**config.mk**
```make
export PLATFORM = sky130hd
export DESIGN_NAME = softmax_ctrl_seq
export DESIGN_NICKNAME = d
export VERILOG_FILES = /design/src/rtl/softmax_ctrl_seq.sv
export SDC_FILE = /design/constraint.sdc
export NUM_CORES = 1
export LEC_CHECK = 0
export CORE_AREA = 2 2 46 48
export CTS_BUF_LIST = sky130_fd_sc_hd__clkbuf_16
export CTS_CLUSTER_DIAMETER = 80
export DETAILED_ROUTE_END_ITERATION = 6
export DIE_AREA = 0 0 48 50
export MAX_ROUTING_LAYER = met4
export PLACE_DENSITY = 0.81
export SYNTH_ARGS = -nofsm -noshare
export SYNTH_HDL_FRONTEND = slang
export SYNTH_SLANG_ARGS = --single-unit
```
**constraint.sdc**
```tcl
create_clock -name clk -period 4.1 [get_ports clk]
set_input_delay 0.82 -clock clk [delete_from_list [all_inputs] [get_ports clk]]
set_output_delay 0.82 -clock clk [all_outputs]
set_load 0.01 [all_outputs]
```
**src/rtl/softmax_ctrl_seq.sv**
```systemverilog
// Softmax datapath sequencer: pass 1 (read/exp/accumulate per beat), reciprocal,
// pass 2 (fetch/multiply/store per beat), with start/busy/done and synchronous abort.
module softmax_ctrl_seq #(
  parameter int BEATS    = 8,
  parameter int ADDR_W   = 3,
  parameter int EXP_LAT  = 4,
  parameter int ACC_LAT  = 2,
  parameter int RECI_LAT = 6,
  parameter int MUL_LAT  = 3,
  parameter int CNT_W    = 4
) (
  input  logic              clk,
  input  logic              rst,
  input  logic              i_start,
  input  logic              i_abort,
  output logic              o_busy,
  output logic              o_done,
  output logic [2:0]        o_state,
  output logic              o_ram1_rd_en,
  output logic [ADDR_W-1:0] o_ram1_rd_addr,
  output logic              o_ram2_wr_en,
  output logic [ADDR_W-1:0] o_ram2_wr_addr,
  output logic              o_ram2_rd_en,
  output logic [ADDR_W-1:0] o_ram2_rd_addr,
  output logic              o_acc_clr,
  output logic              o_acc_en,
  output logic              o_reci_start,
  output logic              o_ram3_wr_en,
  output logic [ADDR_W-1:0] o_ram3_wr_addr
);

  typedef enum logic [2:0] {
    S_IDLE  = 3'd0,
    S_READ  = 3'd1,
    S_EXP   = 3'd2,
    S_ACC   = 3'd3,
    S_RECI  = 3'd4,
    S_FETCH = 3'd5,
    S_MUL   = 3'd6,
    S_STORE = 3'd7
  } state_t;

  localparam logic [ADDR_W-1:0] LAST_BEAT = ADDR_W'(BEATS - 1);
  localparam logic [CNT_W-1:0]  EXP_LAST  = CNT_W'(EXP_LAT - 1);
  localparam logic [CNT_W-1:0]  ACC_LAST  = CNT_W'(ACC_LAT - 1);
  localparam logic [CNT_W-1:0]  RECI_LAST = CNT_W'(RECI_LAT - 1);
  localparam logic [CNT_W-1:0]  MUL_LAST  = CNT_W'(MUL_LAT - 1);

  state_t            r_state;
  state_t            w_nextState;
  logic [ADDR_W-1:0] r_beat;
  logic [ADDR_W-1:0] w_nextBeat;
  logic [CNT_W-1:0]  r_latCnt;
  logic              r_done;
  logic              w_lastBeat;

  assign w_lastBeat = (r_beat == LAST_BEAT);

  always_comb begin
    w_nextState = r_state;
    w_nextBeat  = r_beat;
    case (r_state)
      S_IDLE:  if (i_start) w_nextState = S_READ;
      S_READ:  w_nextState = S_EXP;
      S_EXP:   if (r_latCnt == EXP_LAST) w_nextState = S_ACC;
      S_ACC: begin
        if (r_latCnt == ACC_LAST) begin
          if (w_lastBeat) begin
            w_nextState = S_RECI;
            w_nextBeat  = '0;
          end else begin
            w_nextState = S_READ;
            w_nextBeat  = r_beat + 1'b1;
          end
        end
      end
      S_RECI:  if (r_latCnt == RECI_LAST) w_nextState = S_FETCH;
      S_FETCH: w_nextState = S_MUL;
      S_MUL:   if (r_latCnt == MUL_LAST) w_nextState = S_STORE;
      S_STORE: begin
        if (w_lastBeat) begin
          w_nextState = S_IDLE;
          w_nextBeat  = '0;
        end else begin
          w_nextState = S_FETCH;
          w_nextBeat  = r_beat + 1'b1;
        end
      end
      default: begin
        w_nextState = S_IDLE;
        w_nextBeat  = '0;
      end
    endcase
    if (i_abort) begin
      w_nextState = S_IDLE;
      w_nextBeat  = '0;
    end
  end

  // The latency counter restarts on every state change, so each wait state lasts LAT cycles.
  always_ff @(posedge clk or posedge rst) begin
    if (rst) begin
      r_state  <= S_IDLE;
      r_beat   <= '0;
      r_latCnt <= '0;
      r_done   <= 1'b0;
    end else begin
      r_state <= w_nextState;
      r_beat  <= w_nextBeat;
      if ((w_nextState != r_state) || (r_state == S_IDLE))
        r_latCnt <= '0;
      else
        r_latCnt <= r_latCnt + 1'b1;
      r_done <= (r_state == S_STORE) && w_lastBeat && !i_abort;
    end
  end

  always_comb begin
    o_ram1_rd_en = 1'b0;
    o_ram2_wr_en = 1'b0;
    o_ram2_rd_en = 1'b0;
    o_acc_clr    = 1'b0;
    o_acc_en     = 1'b0;
    o_reci_start = 1'b0;
    o_ram3_wr_en = 1'b0;
    case (r_state)
      S_READ: begin
        o_ram1_rd_en = 1'b1;
        o_acc_clr    = (r_beat == '0);
      end
      S_EXP:   o_ram2_wr_en = (r_latCnt == EXP_LAST);
      S_ACC:   o_acc_en     = (r_latCnt == '0);
      S_RECI:  o_reci_start = (r_latCnt == '0);
      S_FETCH: o_ram2_rd_en = 1'b1;
      S_STORE: o_ram3_wr_en = 1'b1;
      default: ;
    endcase
  end

  assign o_busy         = (r_state != S_IDLE);
  assign o_done         = r_done;
  assign o_state        = r_state;
  assign o_ram1_rd_addr = r_beat;
  assign o_ram2_wr_addr = r_beat;
  assign o_ram2_rd_addr = r_beat;
  assign o_ram3_wr_addr = r_beat;

endmodule

```
==> results.sh, run 1 <==
export IMPL_antenna_cells=0
export IMPL_dpl_hpwl_um=1350
export IMPL_intPower_uw=325
export IMPL_clock_path_buffers=2
export IMPL_post_cts_resized=0
export IMPL_max_slew_margin_rel_pct=66.8
export IMPL_grt_ovfl_total=0
export IMPL_power_uw=451
export IMPL_ctsHtreeMaxLevel=1
export IMPL_numCtsBuffers=3
export IMPL_yosys_area_top_type_share_pct=31.1
export IMPL_synth_area_um2=886
export IMPL_firstDrtPassIters=4
export IMPL_rows=16
export IMPL_period_minus_slack_ns=2.74
export IMPL_core_um2=1900
export IMPL_vdd_ir_drop_max_mv=0.218
export IMPL_fin_nets=119
export IMPL_synth_edf_count=0
export IMPL_async_reset_ff_share_pct=100
export IMPL_synth_top_flop_cell="dfrtp_1"
export IMPL_die_y_um=50
export IMPL_start_util_pct=46.6
export IMPL_ys_seq_elements=11
export IMPL_pre_cts_ws_ns=1.64
export IMPL_synthTopCellsByCount="dfrtp_1, buf_4, ha_1"
export IMPL_clk_latency_ns=0.24
export IMPL_antenna_found_initial=0
export IMPL_cts_sinks=11
export IMPL_combinationalPowerShare_pct=29.9
export IMPL_post_cts_setup_buffer_count=0
export IMPL_wl_um=1870
export IMPL_worstPathCellList="nor2_1, and2_1, and3b_1, clkdlybuf4s50_1"
export IMPL_fin_worst_skew_ns=0.00259
export IMPL_critPathArrivalTime_ns=1.92
export IMPL_gr_usage_all_layers_pct=18.7
export IMPL_grt_max_degree=19
export IMPL_cts_root_buf="clkbuf_16"
export IMPL_drtIter0Drc=26
export IMPL_fin_tns_setup_ns=0
export IMPL_cts_tree="yes"
export IMPL_timing_fmax_ghz=0.365
export IMPL_grt_pass1_wl_um=3110
export IMPL_finalHoldViolCount=0
export IMPL_worst_pin_slew_ns=0.498
export IMPL_cp_end_kind="output port"
export IMPL_grt_pass1_vias=669
export IMPL_ant_nets=0
export IMPL_vias=704
export IMPL_postSynthAreaPerCell_um2=9.84
export IMPL_place_port_buffers=27
export IMPL_setup_ws_ns=1.36
export IMPL_p_seq_share_pct=31.0
export IMPL_p_switching_uw=126
export IMPL_gp_congestion=0.767
export IMPL_fin_hold_ws_ns=0.640
export IMPL_layout_drive_gt1_share_pct=13.1
export IMPL_synth_area_leaders="dfrtp_1, ha_1, buf_4"
export IMPL_cp_start_kind="register"
export IMPL_post_synth_top_count_cell="dfrtp_1"
export IMPL_ios=28
export IMPL_critical_path_n_buffers_inverters=1
export IMPL_clk_pin_slew_ns=0.04
export IMPL_syn_inst=90
export IMPL_rsz0062_at_grt="false"
export IMPL_die_width_um=48
export IMPL_seq_area_frac_synth_pct=31.1
export IMPL_cpPeakStageDelay_ns=0.55
export IMPL_cap_violations=0
export IMPL_drcViolationCount=0
export IMPL_crit_family="simple AND/OR/NAND/NOR gates"
export IMPL_drv_slew=0
export IMPL_die_area_um2=2400
export IMPL_ctsHoldBuffers=0
export IMPL_synthDistinctLibCells=41
export IMPL_synth_nets=101
export IMPL_crit_path_top_delay_cell="dfrtp_1"
export IMPL_min_path_type="register to register"
export IMPL_via_per_inst=5.25
export IMPL_wire_per_inst_um=14.0
export IMPL_fill_cells=165
export IMPL_p_leak_uw=0.000497
export IMPL_period_share_pct=66.8
export IMPL_synth_largest_area_cell="dfrtp_1"
export IMPL_power_share_clock_pct=39.1
export IMPL_worstPathRequired_ns=3.28
export IMPL_outcome="complete, no violations"
export IMPL_p_per_area_nw_per_um2=387
export IMPL_timing_setup_critical_path_class="register to output port"
export IMPL_final_core_util_pct=61.3
export IMPL_area_delta_synth_final_pct=31.5
export IMPL_finalSetupViolations=0
export IMPL_critPathMaxFanout=18
export IMPL_swShare_pct=27.8
export IMPL_yosys_warnings=0
[layout by cell type (no fill, tap or decap), types with 2 or more instances in the layout]
master           instances
nor3b_1                  2
nor2b_1                  2
inv_1                    7
ha_1                     7
nor2_1                   5
nand3_1                  2
clkbuf_16                3
dfrtp_1                 11
nor3_2                   3
and3b_1                  2
nor3_1                   3
nand2_1                  6
clkdlybuf4s50_1         27
mux2_4                   2
[through the flow]
stage | std cells | area, um^2
after detailed placement | 130 | 1090
after global routing | 134 | 1160
after floorplan | 90 | 886
final | 134 | 1160
after global placement | 130 | 1090
after CTS | 134 | 1160
[state kept, by name, indices dropped and copies added, names as in the netlist]
signal	count
o_state	3
o_ram1_rd_addr	3
o_done	1
r_latCnt	4
[cell type report]
cell class	instances	area, um^2	area share [%]
multi-input cells	59	484	41.6
flip-flops and latches	11	275	23.6
repair buffers	27	270	23.2
clock buffers	3	75.1	6.44
well taps	27	33.8	2.90
inverters	6	22.5	1.93
clock inverters	1	3.75	0.322
[routing by layer]
layer | vias to the layer above | wire length, um | global-route usage [%]
met2 | 32 | 965 | 27.6
met1 | 334 | 763 | 23.9
met3 | 5 | 99 | 3.66
met4 | 0 | 44 | 8.56
met5 | - | 0 | -
li1 | 333 | - | -
[power by group through the flow]
| stage | logic, uW | clock network [uW] | registers, uW |
|---|---|---|---|
| after CTS | 136 | 179 | 140 |
| final | 135 | 176 | 140 |
| after floorplan | 91.6 | 0 | 136 |
| after detailed placement | 135 | 0 | 141 |
| after global placement | 133 | 0 | 140 |
| after global routing | 146 | 185 | 142 |
[worst min-delay path, delay by kind of cell, from the launching register on]
family,cells,cell delay (ns)
multiplexers,1,0.07
buffers and inverters,1,0.10
flip-flops,1,0.42
[path summary, 6_finish.rpt]
kind	from	to	slack [ns]	cells past startpoint
setup / recovery	o_state[2]	o_acc_clr	1.36	4
setup reg to reg	o_ram1_rd_addr[0]	o_state[0]	2.26	6
max in group asynchronous	rst	r_latCnt[1]	2.91	2
hold / removal	o_ram1_rd_addr[1]	o_ram1_rd_addr[1]	0.64	2
hold reg to reg	o_ram1_rd_addr[1]	o_ram1_rd_addr[1]	0.64	2
min in group asynchronous	rst	o_ram1_rd_addr[0]	0.89	2
[cell families after synthesis]
logic type	after synthesis	synth area share [%]
and+or+nand+nor	36	27.4
buffers and inverters	20	14.3
AOI/OAI and AO/OA	11	10.9
DFF	11	31.1
adders and majority gates	7	9.89
muxes	3	4.52
xor gates and xnor gates	2	1.98
No activity file was read; power rests on OpenSTA's default activity.
==> run 2: changes to the inputs <==
CORE_AREA = 2 2 48 50   (was 2 2 46 48)
DIE_AREA = 0 0 50 52   (was 0 0 48 50)
PLACE_DENSITY = 0.75   (was 0.81)
clock period = 2.75 ns   (was 4.1 ns; I/O delays follow)
==> results.sh, run 2 (synthesized netlist as in run 1, its figures left out) <==
export IMPL_final_area_um2=1170
export IMPL_pre_cts_ws_ns=0.581
export IMPL_largest_reg_flops=4
export IMPL_wire_per_inst_um=12.9
export IMPL_grt_pass1_wl_um=3170
export IMPL_worstReg2RegEnd="o_state[0]"
export IMPL_grt_busiest_layer="met2"
export IMPL_setup_ws_ns=0.326
export IMPL_wl_um=1740
export IMPL_cts_root_buf="clkbuf_16"
export IMPL_timing_setup_critical_path_class="register to output port"
export IMPL_dpl_hpwl_um=1320
export IMPL_finalSetupViolations=0
export IMPL_critPathArrivalTime_ns=1.87
export IMPL_max_flop_register="r_latCnt"
export IMPL_numCtsBuffers=3
export IMPL_grt_ovfl_total=0
export IMPL_cts_sinks=11
export IMPL_place_port_buffers=27
export IMPL_max_slew_margin_rel_pct=64.9
export IMPL_post_cts_resized=0
export IMPL_finalHoldViolCount=0
export IMPL_via_per_inst=5.04
export IMPL_p_leak_uw=0.000497
export IMPL_cap_violations=0
export IMPL_worst_pin_slew_ns=0.526
export IMPL_die_width_um=50
export IMPL_ctsHtreeMaxLevel=1
export IMPL_grtUsageMet1_pct=18.2
export IMPL_crit_path_top_delay_cell="dfrtp_1"
export IMPL_die_area_um2=2600
export IMPL_clk_latency_ns=0.24
export IMPL_cpPeakStageDelay_ns=0.56
export IMPL_min_path_type="input port to async pin"
export IMPL_crit_family="flip-flops"
export IMPL_dp_cells=131
export IMPL_core_um2=2110
export IMPL_fin_nets=119
export IMPL_post_cts_setup_buffer_count=0
export IMPL_rsz0062_at_grt="false"
export IMPL_worstPathRequired_ns=2.20
export IMPL_ios=28
export IMPL_drtIter0Drc=7
export IMPL_firstDrtPassIters=4
export IMPL_final_cell_mix="clkdlybuf4s50_1, dfrtp_1, inv_1, ha_1, nand2_1"
export IMPL_ctsHoldBuffers=0
export IMPL_dpl_instance_area_um2=1090
export IMPL_ant_nets=0
export IMPL_clock_path_buffers=2
export IMPL_rr_worst_depth=6
export IMPL_r2r_slack_ns=0.91
export IMPL_critical_path_n_buffers_inverters=1
export IMPL_drcViolationCount=0
export IMPL_gr_usage_all_layers_pct=16.3
export IMPL_vdd_ir_drop_max_mv=0.468
export IMPL_globalRouteMet3Util_pct=5.17
export IMPL_area_delta_synth_final_pct=31.6
export IMPL_grt_pass1_vias=707
export IMPL_final_common_cell="clkdlybuf4s50_1"
export IMPL_worstPathCellList="nor2_1, and2_1, and3b_1, clkdlybuf4s50_1"
export IMPL_cp_end_kind="output port"
export IMPL_layout_drive_gt1_share_pct=13.1
export IMPL_antenna_cells=0
export IMPL_timing_fmax_ghz=0.413
export IMPL_vias=681
export IMPL_p_per_area_nw_per_um2=571
export IMPL_outcome="complete, no violations"
export IMPL_fin_hold_ws_ns=0.614
export IMPL_cp_start_kind="register"
export IMPL_stdcell_count=135
export IMPL_period_minus_slack_ns=2.42
export IMPL_gr_usage_met2_pct=27.6
export IMPL_cts_tree="yes"
export IMPL_start_util_pct=42.1
export IMPL_period_share_pct=88.2
export IMPL_fin_tns_setup_ns=0
export IMPL_clk_pin_slew_ns=0.04
export IMPL_fin_worst_skew_ns=0.00225
export IMPL_r2r_start="o_ram1_rd_addr[0]"
export IMPL_antenna_found_initial=0
export IMPL_die_y_um=52
export IMPL_rows=17
export IMPL_drv_slew=0
export IMPL_gp_congestion=0.748
export IMPL_critPathMaxFanout=18
export IMPL_grt_max_degree=19
run 2: cell counts in the layout (fill, tap and decap cells not counted):
Identical to the previous run, type by type.
run 2: area by class of cell:
cell class              count  area (um^2)
repair buffers             27          270
clock inverters             1         3.75
flip-flops and latches     11          275
inverters                   6         22.5
fillers                   189          940
well taps                  28         35.0
multi-input cells          59          484
clock buffers               3         75.1
run 2: worst max-delay path by stage:
stage | start | end | slack (ns) | cells after the start
4_1_cts | o_state[2] | o_acc_clr | 0.33 | 4
2_1_floorplan | o_state[2] | o_acc_clr | 0.99 | 4
6_report | o_state[2] | o_acc_clr | 0.33 | 4
3_3_place_gp | o_state[2] | o_acc_clr | 0.61 | 4
5_1_grt | r_latCnt[0] | o_reci_start | 0.23 | 5
3_5_place_dp | o_state[2] | o_acc_clr | 0.58 | 4
run 2: where the power goes:
part / internal (uW) / switching, uW / total, uW / leakage [uW]
Combinational: 118 / 83.1 / 201 / 0.000305
Sequential: 176 / 32.1 / 208 / 0.000149
Clock: 190 / 66.5 / 257 / 0.0000423
run 2: metrics by stage:
| stage | util, % | power [uW] |
|---|---|---|
| floorplan | - | 339 |
| global placement | 51.6 | 406 |
| detailed placement | 51.6 | 414 |
| CTS | 55.4 | 675 |
| global route | 55.4 | 704 |
| finish | 55.4 | 666 |
run 2: worst register-to-register path, delay by kind of cell (launching register included):
kind / cells / cell delay [ns]
adders and majority gates: 2 / 0.49
DFF: 1 / 0.44
and+or+nand+nor: 1 / 0.14
AOI/OAI and AO/OA: 3 / 0.70
run 2: per-layer routing:
metal	part of all wire [%]	wire length, um
met1	42	730
met2	52	912
met3	4.7	82
met5	0	0
met4	0.75	13
